$ cat config.mk
export PLATFORM = sky130hd
export DESIGN_NAME = fir_sequencer
export DESIGN_NICKNAME = d
export VERILOG_FILES = /design/src/rtl/fir_sequencer.sv
export SDC_FILE = /design/constraint.sdc
export NUM_CORES = 1
export LEC_CHECK = 0
export BUFFER_PORTS_ARGS = -buffer_cell sky130_fd_sc_hd__buf_2
export CORE_MARGIN = 8
export CORE_UTILIZATION = 46
export DETAILED_ROUTE_END_ITERATION = 10
export PLACE_DENSITY = 0.7
export SYNTH_ARGS = -nofsm -noshare
export SYNTH_HDL_FRONTEND = slang
export SYNTH_SLANG_ARGS = --single-unit
$ cat constraint.sdc
create_clock -name CLK -period 3.14 [get_ports CLK]
set_input_delay 0.471 -clock CLK [delete_from_list [all_inputs] [get_ports CLK]]
set_output_delay 0.471 -clock CLK [all_outputs]
set_load 0.02 [all_outputs]
$ cat src/rtl/fir_sequencer.sv
// Sample-rate control FSM for the FIR datapath: fetch, delay-line write, N_TAPS MAC steps, flush, result strobe.
// Define FIR_SEQ_OVR_CNT_EN to add the saturating OVR_CNT dropped-tick counter.
module fir_sequencer #(
  parameter int N_TAPS     = 16,
  parameter int AW         = 4,
  parameter int SAMPLE_DIV = 64,
  parameter int MAC_LAT    = 2,
  parameter int ROM_DEPTH  = 200,
  parameter int DW         = 16
) (
  input  logic          CLK,
  input  logic          RST,
  input  logic          EN,
  output logic          LDX,
  input  logic [DW-1:0] X_IN,
  output logic          DL_WE,
  output logic [AW-1:0] DL_WADDR,
  output logic [DW-1:0] DL_WDATA,
  output logic [AW-1:0] DL_RADDR,
  output logic [AW-1:0] COEF_ADDR,
  output logic          MAC_CLR,
  output logic          MAC_EN,
  output logic          Y_VALID,
  output logic          SEQ_WRAP,
  output logic [7:0]    SAMPLE_IDX,
  output logic          OVERRUN,
  output logic          BUSY
`ifdef FIR_SEQ_OVR_CNT_EN
  ,
  output logic [7:0]    OVR_CNT
`endif
);

  localparam int TW = (SAMPLE_DIV > 1) ? $clog2(SAMPLE_DIV) : 1;
  localparam int KW = ($clog2(MAC_LAT + 1) > AW) ? $clog2(MAC_LAT + 1) : AW;
  localparam logic [TW-1:0] TIMER_MAX  = TW'(SAMPLE_DIV - 1);
  localparam logic [KW-1:0] K_LAST     = KW'(N_TAPS - 1);
  localparam logic [KW-1:0] FLUSH_LAST = KW'(MAC_LAT - 1);
  localparam logic [7:0]    IDX_LAST   = 8'(ROM_DEPTH - 1);

  typedef enum logic [2:0] {
    S_IDLE, S_FETCH, S_CAPT, S_WRITE, S_MAC, S_FLUSH, S_DONE
  } state_t;

  state_t        state_q, state_d;
  logic [TW-1:0] timer_q, timer_d;
  logic [AW-1:0] wptr_q, wptr_d;
  logic [KW-1:0] k_q, k_d;
  logic [7:0]    idx_q, idx_d;
  logic [DW-1:0] x_q, x_d;
  logic [AW-1:0] waddr_q, waddr_d, raddr_q, raddr_d, coef_q, coef_d;
  logic [7:0]    sidx_q, sidx_d;
  logic          ldx_q, ldx_d, we_q, we_d, clr_q, clr_d, mac_en_q, mac_en_d;
  logic          yv_q, yv_d, wrap_q, wrap_d;
  logic          tick, drop, enter_done;

  assign tick = EN && (timer_q == TIMER_MAX);
  assign drop = tick && (state_q != S_IDLE);

`ifdef FIR_SEQ_OVR_CNT_EN
  logic [7:0] ovr_q, ovr_d;
  always_comb ovr_d = (drop && (ovr_q != 8'hFF)) ? ovr_q + 8'd1 : ovr_q;
  assign OVERRUN = (ovr_q != 8'd0);
  assign OVR_CNT = ovr_q;
`else
  logic ovr_q, ovr_d;
  always_comb ovr_d = ovr_q | drop;
  assign OVERRUN = ovr_q;
`endif

  always_comb begin
    // NOTE: every _d gets a default before the case so no path leaves it unassigned and no latch is inferred.
    state_d    = state_q;
    timer_d    = EN ? ((timer_q == TIMER_MAX) ? '0 : timer_q + TW'(1)) : '0;
    wptr_d     = wptr_q;
    k_d        = k_q;
    idx_d      = idx_q;
    x_d        = x_q;
    waddr_d    = waddr_q;
    raddr_d    = raddr_q;
    coef_d     = coef_q;
    sidx_d     = sidx_q;
    ldx_d      = 1'b0;
    we_d       = 1'b0;
    clr_d      = 1'b0;
    mac_en_d   = 1'b0;
    yv_d       = 1'b0;
    wrap_d     = 1'b0;
    enter_done = 1'b0;

    // Strobes are registered, so each is raised on the edge that enters its state.
    case (state_q)
      S_IDLE: if (tick) begin
        state_d = S_FETCH;
        ldx_d   = 1'b1;
      end
      S_FETCH: state_d = S_CAPT;
      S_CAPT: begin
        x_d     = X_IN;
        state_d = S_WRITE;
        we_d    = 1'b1;
        waddr_d = wptr_q;
      end
      S_WRITE: begin
        state_d  = S_MAC;
        k_d      = '0;
        mac_en_d = 1'b1;
        clr_d    = 1'b1;
        raddr_d  = wptr_q;
        coef_d   = '0;
      end
      S_MAC: if (k_q == K_LAST) begin
        k_d = '0;
        if (MAC_LAT == 0) enter_done = 1'b1;
        else              state_d    = S_FLUSH;
      end else begin
        k_d      = k_q + KW'(1);
        mac_en_d = 1'b1;
        raddr_d  = raddr_q - AW'(1);
        coef_d   = coef_q + AW'(1);
      end
      S_FLUSH: if (k_q == FLUSH_LAST) enter_done = 1'b1;
               else                   k_d        = k_q + KW'(1);
      S_DONE: begin
        wptr_d  = wptr_q + AW'(1);
        idx_d   = (idx_q == IDX_LAST) ? 8'd0 : idx_q + 8'd1;
        state_d = S_IDLE;
      end
      default: state_d = S_IDLE;
    endcase

    if (enter_done) begin
      state_d = S_DONE;
      yv_d    = 1'b1;
      wrap_d  = (idx_q == IDX_LAST);
      sidx_d  = idx_q;
    end
  end

  always_ff @(posedge CLK) begin
    if (RST) begin
      state_q  <= S_IDLE;
      timer_q  <= '0;
      wptr_q   <= '0;
      k_q      <= '0;
      idx_q    <= '0;
      x_q      <= '0;
      waddr_q  <= '0;
      raddr_q  <= '0;
      coef_q   <= '0;
      sidx_q   <= '0;
      ldx_q    <= 1'b0;
      we_q     <= 1'b0;
      clr_q    <= 1'b0;
      mac_en_q <= 1'b0;
      yv_q     <= 1'b0;
      wrap_q   <= 1'b0;
      ovr_q    <= '0;
    end else begin
      // NOTE: non-blocking updates so every flop samples the pre-edge value of its peers.
      state_q  <= state_d;
      timer_q  <= timer_d;
      wptr_q   <= wptr_d;
      k_q      <= k_d;
      idx_q    <= idx_d;
      x_q      <= x_d;
      waddr_q  <= waddr_d;
      raddr_q  <= raddr_d;
      coef_q   <= coef_d;
      sidx_q   <= sidx_d;
      ldx_q    <= ldx_d;
      we_q     <= we_d;
      clr_q    <= clr_d;
      mac_en_q <= mac_en_d;
      yv_q     <= yv_d;
      wrap_q   <= wrap_d;
      ovr_q    <= ovr_d;
    end
  end

  assign LDX        = ldx_q;
  assign DL_WE      = we_q;
  assign DL_WADDR   = waddr_q;
  assign DL_WDATA   = x_q;
  assign DL_RADDR   = raddr_q;
  assign COEF_ADDR  = coef_q;
  assign MAC_CLR    = clr_q;
  assign MAC_EN     = mac_en_q;
  assign Y_VALID    = yv_q;
  assign SEQ_WRAP   = wrap_q;
  assign SAMPLE_IDX = sidx_q;
  assign BUSY       = (state_q != S_IDLE);

endmodule

# After elaboration in Yosys (flattened, before gate mapping)
# Cells that the tools add are included.
[word_totals]
output_inout_bits = 44
in_bits = 19
latch_bits = 0
ramBits = 0
word_cells = 80
n_memories = 0
ff_bits = 68
rom_bits = 0
[op_classes]
eq_ne = 17
n_addsub = 6
reduce_logical = 14
n_mux = 20
div = 0
n_shift = 0
mul = 0
n_lt_le_gt_ge = 0
bitwise_logic = 5
[ops]
columns = ["operator", "n"]
rows = [
  ["$pmux 3 s6", 1],
  ["$mux 4", 4],
  ["$pmux 4 s2", 2],
  ["$add 4x1->4 const B", 3],
  ["$pmux 4 s3", 1],
  ["$ne 2x2->1 const B", 5],
  ["$eq 3x3->1 const B", 3],
  ["$mux 3", 3],
  ["$add 8x1->8 const B", 1],
  ["$eq 8x8->1 const B", 1],
  ["$mux 8", 1],
  ["$mux 1", 7],
  ["$add 6x1->6 const B", 1],
  ["$eq 3x2->1 const B", 2],
  ["$eq 6x6->1 const B", 1],
  ["$ne 3x3->1 const B", 2],
  ["$reduce_and 3->1", 2],
  ["$reduce_bool 3->1", 2],
  ["$reduce_or 2->1", 3],
  ["$eq 4x1->1 const B", 1],
  ["$eq 4x4->1 const B", 1],
  ["$not 1->1", 4],
  ["$reduce_and 2->1", 2],
  ["$sub 4x1->4 const B", 1],
  ["other kinds (7)", 8],
]

# Depth between registers and ports, before layout
# Gate-level depths: netlist (run 1).
[depth]
word_depth = 5
ltp_mapped = 7
ltp_nobuf = 6

# Worst setup path after synthesis (run 1)
# OpenSTA, ideal clock, no wires.
[synth_path]
kind = "register to register"
startpoint = "reg k_q[1]"
endpoint = "reg k_q[2]"
path_slack_ns = 1.621
path_buffers = 1
synth_period_minus_slack_ns = 1.519
arrival_time_ns = 1.448
setup_time_ns = 0.070
stages_incl_launch_ff = 8
required_ns = 3.070
cell_sequence = "dfxtp_1 inv_1 ha_1 nor3b_2 and3_1 buf_6 or3_1 a21oi_1"
[synth_via]
elab_chain_cells = 3
elab_cells_between_ends = 8
cone_classes = "add/sub: 1; eq/ne: 3; mux: 3; reduce/logical: 1"
[synth_rtl]
columns = ["item", "line_no", "source"]
rows = [
  ["from (decl)", "48", "logic [KW-1:0] k_q, k_d;"],
  ["from (signal assigned)", "164", "k_q <= k_d;"],
  ["$add 4x1->4 (tied with other cells)", "117, 123", ""],
  ["$mux 4 (tied with other cells)", "122", "S_FLUSH: if (k_q == FLUSH_LAST) enter_done = 1'b1;"],
  ["$pmux 4 s3 or $reduce_and 2->1 (tied branches)", "--", ""],
]
# Several ways; a longest one is shown, not always the timed one. The select of a mux whose other input is x is not followed.
# A chain may end at the register's enable or synchronous reset.

# Final worst setup path (run 1)
[layout_path]
startpoint = "reg state_q[1]"
endpoint = "out BUSY"
[layout_via]
elab_chain_cells = 1
[layout_rtl]
columns = ["item", "line_no", "source"]
rows = [
  ["from (decl)", "45", "state_t state_q, state_d;"],
  ["from (signal assigned)", "161", "state_q <= state_d;"],
  ["$reduce_bool 3->1", "192", "assign BUSY = (state_q != S_IDLE);"],
  ["to (decl)", "27", "output logic BUSY"],
]
# Every way passes these cells.

==> impl_summary.txt, run 1 <==
----------------------------------------------------
[Run status]
  Run status ... finished clean

[Clock network]
  Clock Root Buffer ... sky130_fd_sc_hd__clkbuf_8
  Number of instances resized during post-cts repair ... 0
  Number of hold buffers added after cts ... 0
  Number of buffers created by CTS ... 9
  H-Tree Level Count ... 3
  Clock-pin slew reported for the worst setup and hold paths after clock tree synthesis ... 0.07 ns
  Maximum number of buffers from clock root to sink ... 2
  Clock tree sinks ... 68
  Skew-Pair Late Insertion Delay ... 0.33 ns
  CTS tree ... done
  Count of buffers added by post-CTS timing repair for setup ... 0

[Routing]
  DRC viols ... 0
  Wirelength, routed ... 5.74 mm
  Vias per Instance ... 5.04
  Routed wire length per instance ... 12.5 um
  Remaining antenna violation count ... 0
  Violation count after the first detailed-route iteration ... 111
  1st-pass router iterations ... 4
  Overall via count from detail_route ... 2313

[Timing]
  Final setup viols ... 0
  Setup repair after global routing missed its margin ... no
  Period utilization ... 0.603
  Worst hold slack ... 0.368 ns
  Number of slew-limit violations in the final report ... 0
  Sum of negative setup slack ... 0 ns
  Final critical delay including setup and external delays ... 1.89 ns
  Max Clock Skew ... 0.00690 ns
  Relative slew margins ... 0.512
  Hold Violations, Final ... 0
  Timing-limited maximum frequency ... 528 MHz
  Actual transition at the worst max-transition pin ... 0.730 ns

[Synthesis]
  Sequential fraction of the synthesis area ... 0.495
  Distinct cell type count after synthesis ... 42
  Synthesized instance count ... 323
  Synth Area per Inst ... 8.51 um^2
  Biggest area consumer among synthesized cells ... sky130_fd_sc_hd__dfxtp_1
  Total nets after synthesis ... 349
  Synth Register Bits ... 68
  Top cell type's share of synthesized area ... 0.495
  Top cells by area in the synthesized netlist ... sky130_fd_sc_hd__dfxtp_1, sky130_fd_sc_hd__nand2_1, sky130_fd_sc_hd__a21oi_1
  Ys Warns ... 0
  Mapped cell area ... 2750 um^2

[Cells and area]
  Share of layout cells above drive strength 1 ... 0.214
  Antenna diode count ... 0
  Area Growth Syn to Fin ... 19.9%
  Most common cell after layout, fill and taps aside ... sky130_fd_sc_hd__nand2_1
  Most frequent cells in the layout ... sky130_fd_sc_hd__nand2_1, sky130_fd_sc_hd__dfxtp_1, sky130_fd_sc_hd__buf_2, sky130_fd_sc_hd__a21oi_1, sky130_fd_sc_hd__nor2_1
  Final Net Count ... 406

[Setup path]
  Count of buffering cells on the critical path with inverters included ... 1
  Crit. End Element ... primary output
  Cells traversed along the worst timing path ... or3_1 > buf_2
  Category of cells accounting for the largest share of critical-path delay ... simple AND/OR/NAND/NOR gates
  Worst Path Required ... 2.67 ns
  R2R depth ... 5
  CP Class ... reg2out
  CP Data Arrival Time ... 1.42 ns
  Largest fanout on the critical path ... 13
  Worst path max stage delay ... 0.47 ns
  CP max-delay cell ... sky130_fd_sc_hd__or3_1
  Crit. path cell count ... 2
  Critical path launch point type ... flop

[Pwr]
  Switching power share of the total ... 0.228
  Total power of the final layout ... 1.82 mW
  Net Sw Power ... 0.415 mW
  Largest vdd supply drop ... 0.000272 V
  Power density cells ... 553 nW/um^2
  Share of total power in sequential cells ... 0.493
  Cell-internal power ... 1.41 mW
  Part of the total power dissipated in the clock network ... 0.439
  Part of the total power dissipated in combinational logic ... 0.068
  P_leak ... 1.36 nW

[Floorplan]
  Y dimension of the die ... 93.3 um
  Horizontal extent of the die ... 93.3 um
  Floorplan core area ... 5850 um^2
  Boundary Pins ... 63
  Die Area ... 8700 um^2
  Std cell rows ... 28
  Initial standard-cell utilization of the core ... 0.470

[Min path]
  Kind of path behind the tightest hold check ... in2reg
  Hold path depth ... 3

[Placement]
  Port Buffer Count ... 62
  DP Wirelength ... 4.09 mm
  Global placer's final weighted congestion ... 0.813

[Run]
  Max-cap violation count ... 0

[GRT]
  Wire length of the first global-routing pass ... 9.47 mm
  GRT Total Usage ... 0.132
  Total congestion overflow after global routing ... 0
  Via count of the first global-routing pass ... 2101
  Pin count of the biggest net entering global routing ... 29
  Number of antenna violations at the first check in global routing ... 0

----------------------------------------------------
-- logic make-up after synthesis --
| logic type | Yosys count | synth area share |
|---|---|---|
| DFF | 68 | 0.495 |
| and+or+nand+nor | 152 | 0.262 |
| muxes | 1 | 0.00364 |
| adders and majority gates | 7 | 0.0319 |
| AOI/OAI and AO/OA | 57 | 0.119 |
| buffers and inverters | 23 | 0.0401 |
| xor gates and xnor gates | 15 | 0.0478 |
-- layer usage --
layer,part of all wire,track usage,up-vias,wire length [um]
met1,0.46,0.151,1056,2630
li1,-,-,1201,-
met2,0.46,0.221,45,2630
met5,0,0,-,0
met3,0.064,0.0377,11,370
met4,0.018,0.0644,0,102
-- path summary, 6_finish.rpt --
path,start,endpoint,slack [ns]
setup / recovery,state_q[1],BUSY,1.25
hold / removal,X_IN[12],DL_WDATA[12],0.37
setup reg to reg,k_q[0],k_q[1],1.42
hold reg to reg,DL_WDATA[5],DL_WDATA[5],0.45
-- sequential cells by signal (all words and copies together), names as in the netlist, 4 cells and up --
name,cells
wptr_q,4
DL_WDATA,16
DL_RADDR,4
k_q,4
DL_WADDR,4
COEF_ADDR,4
timer_q,6
SAMPLE_IDX,8
idx_q,8
-- power by group through the flow --
stage | Clock, mW | Sequential [mW] | Combinational, mW
2_1_floorplan | 0 | 0.929 | 0.0768
3_3_place_gp | 0 | 0.917 | 0.126
3_5_place_dp | 0 | 0.918 | 0.127
5_1_grt | 0.859 | 0.901 | 0.139
6_report | 0.799 | 0.899 | 0.125
4_1_cts | 0.816 | 0.898 | 0.128
-- worst min-delay path: cells and delay by family --
kind | cells | cell delay [ns]
and+or+nand+nor | 1 | 0.04
buffers and inverters | 1 | 0.09
AOI/OAI and AO/OA | 1 | 0.05
-- Yosys cell counts, drive strengths merged --
cell / count
and2b: 1
nand3b: 4
o2bb2ai: 2
nor4: 2
nor2: 30
and4b: 1
clkbuf: 6
mux2i: 1
nand4: 5
o211ai: 1
nor3: 5
a2111o: 1
o32ai: 1
nor2b: 1
a31oi: 3
nor3b: 2
or3: 5
a211o: 1
nand2b: 4
inv: 6
o21ai: 3
and3b: 2
a21boi: 1
a21oi: 41
or4b: 1
nand2: 72
buf: 11
or3b: 1
a21o: 3
and3: 4
dfxtp: 68
and2: 3
xor2: 7
ha: 7
xnor2: 8
nand3: 9
-- per-stage QoR --
step	cell area [um^2]	setup slack, ns	instances	util
detailed placement	3070	1.43	444	0.525
global route	3300	1.18	459	0.563
CTS	3300	1.24	459	0.563
floorplan	2750	1.62	323	-
global placement	3070	1.54	444	0.525
finish	3300	1.25	459	0.563
-- cell type report --
class / instances / area, um^2
Multi-Input combinational cell: 232 / 1280
Inverter: 6 / 22.5
Tap cell: 75 / 93.8
Clock buffer: 11 / 151
Fill cell: 561 / 2550
Timing Repair Buffer: 63 / 318
Sequential cell: 68 / 1360
Clock inverter: 4 / 72.6
No activity file was read; power rests on OpenSTA's default activity.
==> inputs of run 2 (changes only) <==
==> constraint.sdc (replaced) <==
create_clock -name CLK -period 2 [get_ports CLK]
set_input_delay 0.3 -clock CLK [delete_from_list [all_inputs] [get_ports CLK]]
set_output_delay 0.3 -clock CLK [all_outputs]
set_load 0.02 [all_outputs]
==> run 2 against run 1 <==
Against the previous run: routed wire length grew 3.0%; final cell count grew 0.87%; flip-flop and latch count is the same; utilization is the same; die area is the same; non-clock buffer count grew 3; critical endpoint unchanged; largest cell class unchanged; highest routed layer unchanged.
==> impl_summary.txt, run 2 (synthesized netlist as in run 1, its figures left out) <==
----------------------------------------------------
[Timing]
  Setup repair after global routing missed its margin ... no
  Final setup viols ... 0 (unchanged)
  Relative slew margins ... 0.531 (+0.0182)
  Period utilization ... 0.868
  Number of slew-limit violations in the final report ... 0 (unchanged)
  Timing-limited maximum frequency ... 576 MHz
  Hold Violations, Final ... 0 (unchanged)
  Actual transition at the worst max-transition pin ... 0.704 ns (-0.0255 ns)
  Max Clock Skew ... 0.00524 ns (-0.00166 ns)
  Final critical delay including setup and external delays ... 1.74 ns
  Sum of negative setup slack ... 0 ns (unchanged)

[Cells and area]
  Max FFs per register ... 16 (unchanged)
  Antenna diode count ... 0 (unchanged)
  Most frequent cells in the layout ... sky130_fd_sc_hd__nand2_1, sky130_fd_sc_hd__dfxtp_1, sky130_fd_sc_hd__buf_2, sky130_fd_sc_hd__a21oi_1, sky130_fd_sc_hd__nor2_1
  Most common cell after layout, fill and taps aside ... sky130_fd_sc_hd__nand2_1
  Multi-input gate area ... 1280 um^2 (unchanged)
  Final Net Count ... 409 (+0.74%)
  Final Instance Area ... 3300 um^2 (unchanged)
  Share of layout cells above drive strength 1 ... 0.222 (+0.00811)
  Area taken by flip-flops and latches ... 1360 um^2 (unchanged)
  Post-layout util ... 0.563 (unchanged)
  Number of fill cells in the layout ... 554 (-1.2%)
  Area Growth Syn to Fin ... 19.9% (unchanged)

[Setup path]
  CP Data Arrival Time ... 1.44 ns (+0.02 ns)
  CP Class ... reg2out
  Crit path launch ... state_q[1]
  R2R depth ... 4 (-1)
  Terminus of the critical flop-to-flop path ... COEF_ADDR[2]
  Crit. End Element ... primary output
  Flop-to-flop setup slack ... 0.30 ns (-1.12 ns)
  Largest fanout on the critical path ... 13 (unchanged)
  Critical path launch point type ... flop
  Worst Path Required ... 1.70 ns (-0.97 ns)
  Reg2reg start ... state_q[2]

[GRT]
  Wire length of the first global-routing pass ... 9.83 mm (+3.9%)
  GRT Total Usage ... 0.139 (+0.00704)
  Pin count of the biggest net entering global routing ... 30 (+3.4%)
  Total congestion overflow after global routing ... 0 (unchanged)
  Via count of the first global-routing pass ... 2217 (+5.5%)
  Number of antenna violations at the first check in global routing ... 0 (unchanged)

[Floorplan]
  Die Area ... 8700 um^2 (unchanged)
  Initial standard-cell utilization of the core ... 0.470 (unchanged)
  Std cell rows ... 28 (unchanged)
  Y dimension of the die ... 93.3 um (unchanged)
  Boundary Pins ... 63 (unchanged)
  Horizontal extent of the die ... 93.3 um (unchanged)
  Floorplan core area ... 5850 um^2 (unchanged)

[Pwr]
  P_leak ... 1.36 nW (unchanged)
  Largest vdd supply drop ... 0.000387 V (+42%)
  Power density cells ... 833 nW/um^2 (+51%)

[Clock network]
  Clock tree sinks ... 68 (unchanged)
  Number of buffers created by CTS ... 9 (unchanged)
  Number of hold buffers added after cts ... 0 (unchanged)
  Count of buffers added by post-CTS timing repair for setup ... 0 (unchanged)
  Maximum number of buffers from clock root to sink ... 2 (unchanged)
  CTS tree ... done
  Number of instances resized during post-cts repair ... 0 (unchanged)
  Skew-Pair Late Insertion Delay ... 0.34 ns (about the same)
  H-Tree Level Count ... 3 (unchanged)
  Clock-pin slew reported for the worst setup and hold paths after clock tree synthesis ... 0.07 ns (about the same)
  Clock Root Buffer ... sky130_fd_sc_hd__clkbuf_8

[Routing]
  Wirelength, routed ... 5.91 mm (+3.0%)
  Remaining antenna violation count ... 0 (unchanged)
  Overall via count from detail_route ... 2331 (+0.78%)
  Vias per Instance ... 5.03 (about the same)
  Violation count after the first detailed-route iteration ... 99 (-11%)
  Routed wire length per instance ... 12.8 um (+2.1%)
  DRC viols ... 0 (unchanged)
  1st-pass router iterations ... 4 (unchanged)

[Run]
  Max-cap violation count ... 0 (unchanged)

[Placement]
  Port Buffer Count ... 62 (unchanged)
  Global placer's final weighted congestion ... 0.773 (-5.0%)
  Placement-stage cell area ... 3090 um^2 (+0.73%)
  DP Wirelength ... 4.07 mm (-0.61%)

[Min path]
  End point of the worst hold path ... DL_WDATA[7]
  Kind of path behind the tightest hold check ... in2reg
  Hold path startpoint ... X_IN[7]
  Hold path depth ... 3 (unchanged)

[Run status]
  Run status ... finished clean

----------------------------------------------------
==> run 2: cell count changes in the layout (fill, tap and decap cells not counted) <==
cell | previous run | this run
sky130_fd_sc_hd__clkinvlp_4 | 1 | 2
sky130_fd_sc_hd__clkbuf_8 | 11 | 10
sky130_fd_sc_hd__buf_4 | 1 | 4
sky130_fd_sc_hd__clkinv_2 | 1 | 2
sky130_fd_sc_hd__bufinv_16 | 2 | 1
sky130_fd_sc_hd__clkinv_4 | 0 | 1
==> run 2: final cells by class <==
class	instances	share of cell area
clock buffer	10	0.0418
clock inverter	6	0.0194
inverter	6	0.00683
multi-input combinational	232	0.387
sequential	68	0.413
tap	75	0.0285
timing repair buffer	66	0.103
==> run 2: worst max path at each step <==
stage	end	slack, ns	cells after the start
3_5_place_dp	COEF_ADDR[2]	0.33	4
4_1_cts	BUSY	0.25	2
2_1_floorplan	k_q[2]	0.48	7
5_1_grt	DL_WDATA[14]	0.16	4
6_report	BUSY	0.26	2
3_3_place_gp	COEF_ADDR[2]	0.41	4
==> run 2: per-stage QoR <==
step	total power, mW	std cells	hold slack [ns]	worst slack, ns
final	2.74	463	0.185	0.264
after CTS	2.78	463	0.173	0.248
after global placement	1.64	447	0.431	0.414
after detailed placement	1.65	447	0.445	0.331
after global routing	2.85	463	0.176	0.159
after floorplan	1.58	323	0.418	0.481
==> run 2: routing by layer <==
metal	up-vias	track usage	wire length (um)
li1	1205	-	-
met1	1071	0.150	2560
met2	45	0.233	2870
met3	10	0.0425	372
met4	0	0.0886	103
met5	-	0	0
==> run 2: power breakdown <==
part / internal, mW / total, mW / switching (mW)
clock network: 0.607 / 1.13 / 0.526
logic: 0.0698 / 0.200 / 0.130
registers: 1.38 / 1.41 / 0.0282
==> run 2: critical path, cell delays in order, from the launching register on <==
cell and delay [ns]:
sky130_fd_sc_hd__dfxtp_1 0.43, sky130_fd_sc_hd__or3_1 0.47, sky130_fd_sc_hd__buf_2 0.19
==> inputs of run 3 (changes only) <==
--- a/config.mk
+++ b/config.mk
@@ -5,6 +5,7 @@
 export SDC_FILE = /design/constraint.sdc
 export NUM_CORES = 1
 export LEC_CHECK = 0
+export ABC_AREA = 1
 export BUFFER_PORTS_ARGS = -buffer_cell sky130_fd_sc_hd__buf_2
 export CORE_MARGIN = 8
 export CORE_UTILIZATION = 46
==> run 3 against run 2 <==
Against the previous run: clock power about the same; sequential share of layout area down 0.92 points; register-to-register slack better by 0.07 ns.
==> impl_summary.txt, run 3 <==
----------------------------------------------------
[Run status]
  Run status ... finished clean

[Synthesis]
  Top cell type's share of synthesized area ... 0.484 (-0.0117)
  Async set-reset flop share out of synthesis ... 0 (unchanged)
  Count leader, synth ... sky130_fd_sc_hd__nor2_1
  Distinct cell type count after synthesis ... 31 (-26%)
  Mapped cell area ... 2810 um^2 (+2.4%)
  Synthesized instance count ... 371 (+15%)
  Sequential fraction of the synthesis area ... 0.484 (-0.0117)
  Synth Area per Inst ... 7.58 um^2 (-11%)
  Synth Register Bits ... 68 (unchanged)
  Ys Warns ... 0 (unchanged)
  Total nets after synthesis ... 397 (+14%)
  Number of flops mapped to enable cells by yosys ... 0 (unchanged)
  Biggest area consumer among synthesized cells ... sky130_fd_sc_hd__dfxtp_1
  Top_reg_cell synth ... sky130_fd_sc_hd__dfxtp_1
  Leading post-synthesis cells by instance count ... sky130_fd_sc_hd__nor2_1, sky130_fd_sc_hd__dfxtp_1, sky130_fd_sc_hd__nand2_1
  Top cells by area in the synthesized netlist ... sky130_fd_sc_hd__dfxtp_1, sky130_fd_sc_hd__nor2_1, sky130_fd_sc_hd__nand2_1

[Routing]
  Remaining antenna violation count ... 0 (unchanged)
  Violation count after the first detailed-route iteration ... 122 (+23%)
  DRC viols ... 0 (unchanged)
  Vias per Instance ... 4.89 (-2.8%)
  Routed wire length per instance ... 12.0 um (-6.2%)
  Overall via count from detail_route ... 2519 (+8.1%)
  Wirelength, routed ... 6.17 mm (+4.4%)
  1st-pass router iterations ... 4 (unchanged)

[Placement]
  Worst slack at placement ... 0.341 ns (+0.00998 ns)
  Global placer's final weighted congestion ... 0.837 (+8.3%)
  DP Wirelength ... 4.57 mm (+12%)
  Port Buffer Count ... 62 (unchanged)
  Inst Count DP ... 499 (+12%)

[Timing]
  Final critical delay including setup and external delays ... 1.63 ns (-0.101 ns)
  Max Clock Skew ... 0.00712 ns (+0.00189 ns)
  Final critical-path setup slack ... 0.366 ns (+0.101 ns)
  Timing-limited maximum frequency ... 612 MHz (+6.2%)
  Worst hold slack ... 0.214 ns (+0.0294 ns)
  Hold Violations, Final ... 0 (unchanged)
  Sum of negative setup slack ... 0 ns (unchanged)
  Number of slew-limit violations in the final report ... 0 (unchanged)
  Setup repair after global routing missed its margin ... no
  Relative slew margins ... 0.643 (+0.112)
  Actual transition at the worst max-transition pin ... 0.535 ns (-0.169 ns)
  Period utilization ... 0.817 (-0.0506)
  Final setup viols ... 0 (unchanged)

[Setup path]
  Largest fanout on the critical path ... 11 (-2)
  Worst Path Required ... 2.27 ns (+0.57 ns)
  Critical path launch point type ... flop
  Flop-to-flop setup slack ... 0.37 ns (+0.07 ns)
  Crit. End Element ... flop
  CP Class ... reg2reg
  CP Data Arrival Time ... 1.90 ns (+0.46 ns)

[GRT]
  Total congestion overflow after global routing ... 0 (unchanged)
  Via count of the first global-routing pass ... 2394 (+8.0%)
  Pin count of the biggest net entering global routing ... 27 (-10%)
  Wire length of the first global-routing pass ... 10.6 mm (+7.8%)
  GRT Total Usage ... 0.146 (+0.00684)
  Number of antenna violations at the first check in global routing ... 0 (unchanged)

[Pwr]
  P_leak ... 1.58 nW (+16%)
  Largest vdd supply drop ... 0.000412 V (+6.7%)
  Power density cells ... 850 nW/um^2 (+2.0%)

[Cells and area]
  Antenna diode count ... 0 (unchanged)
  Most frequent cells in the layout ... sky130_fd_sc_hd__nor2_1, sky130_fd_sc_hd__dfxtp_1, sky130_fd_sc_hd__nand2_1, sky130_fd_sc_hd__buf_2, sky130_fd_sc_hd__o21ai_0
  Area Growth Syn to Fin ... 19.8%
  Post-layout util ... 0.569 (+0.00601)
  Share of layout cells above drive strength 1 ... 0.234 (+0.0124)
  Final Net Count ... 461 (+13%)
  Number of fill cells in the layout ... 556 (+0.36%)
  Max FFs per register ... 16 (unchanged)
  Cell Count, Final, Fillers Out ... 515 (+11%)
  Most common cell after layout, fill and taps aside ... sky130_fd_sc_hd__nor2_1

[Floorplan]
  Horizontal extent of the die ... 94.2 um (+1.0%)
  Initial standard-cell utilization of the core ... 0.475 (+0.00564)
  Floorplan core area ... 5920 um^2 (+1.2%)
  Std cell rows ... 28 (unchanged)
  Boundary Pins ... 63 (unchanged)
  Y dimension of the die ... 94.2 um (+1.0%)
  Die Area ... 8880 um^2 (+2.0%)

[Run]
  Max-cap violation count ... 0 (unchanged)

[Clock network]
  Count of buffers added by post-CTS timing repair for setup ... 0 (unchanged)
  Number of buffers created by CTS ... 9 (unchanged)
  Skew-Pair Late Insertion Delay ... 0.33 ns (about the same)
  Number of instances resized during post-cts repair ... 0 (unchanged)
  Maximum number of buffers from clock root to sink ... 2 (unchanged)
  Clock Root Buffer ... sky130_fd_sc_hd__clkbuf_8
  Clock tree sinks ... 68 (unchanged)
  H-Tree Level Count ... 3 (unchanged)
  CTS tree ... done
  Clock-pin slew reported for the worst setup and hold paths after clock tree synthesis ... 0.07 ns (about the same)
  Number of hold buffers added after cts ... 0 (unchanged)

[Min path]
  Kind of path behind the tightest hold check ... in2reg

----------------------------------------------------
-- run 3: cell count changes in the layout (fill, tap and decap cells not counted), sizes merged, moves of 6 or more --
cell   previous run  this run
nor2             30        77
nand3             9        17
xor2              7         1
xnor2             8         0
a21oi            41        21
o21ai             3        47
inv               6        36
-- run 3: report_power, final --
group / switching, mW / internal (mW) / leakage [nW]
sequential: 0.0317 / 1.41 / 0.549
clock: 0.520 / 0.607 / 0.0983
combinational: 0.196 / 0.100 / 0.931
-- run 3: path summary, 6_finish.rpt --
kind,start,end,cells past startpoint
setup reg to reg,state_q[1],wptr_q[3],6
hold reg to reg,SAMPLE_IDX[1],SAMPLE_IDX[1],2
hold / removal,X_IN[13],DL_WDATA[13],3
setup / recovery,state_q[1],wptr_q[3],6
-- run 3: cell families after synthesis --
group,synth area share
buffers and inverters,0.0747
xor gates and xnor gates,0.00311
and+or+nand+nor,0.283
adders and majority gates,0.0311
DFF,0.484
AOI/OAI and AO/OA,0.125
-- run 3: area by class of cell --
type,count,area (um^2),share of cell area
Timing Repair Buffer,65,333,0.0987
Inverter,37,139,0.0412
Tap cell,75,93.8,0.0278
Clock buffer,10,138,0.0408
Multi-Input combinational cell,254,1240,0.369
Sequential cell,68,1360,0.404
Clock inverter,6,63.8,0.0189
-- run 3: critical path, cell delays in order, from the launching register on --
cell	delay (ns)
sky130_fd_sc_hd__dfxtp_1	0.44
sky130_fd_sc_hd__nand2_1	0.10
sky130_fd_sc_hd__nor2_2	0.43
sky130_fd_sc_hd__inv_1	0.24
sky130_fd_sc_hd__nor2_1	0.16
sky130_fd_sc_hd__o21ai_0	0.09
sky130_fd_sc_hd__a21oi_1	0.12
-- run 3: metal layers --
metal  GRT usage  up-vias  part of all wire
met2       0.232       53              0.45
met4      0.0608        0             0.016
li1            -     1317                 -
met5           0        -                 0
met1       0.179     1137              0.47
met3      0.0432       12             0.070
-- run 3: per-stage QoR --
step	cell area, um^2	power (mW)
CTS	3370	2.90
floorplan	2810	1.67
global placement	3170	1.77
detailed placement	3170	1.77
finish	3370	2.86
global route	3370	3.00
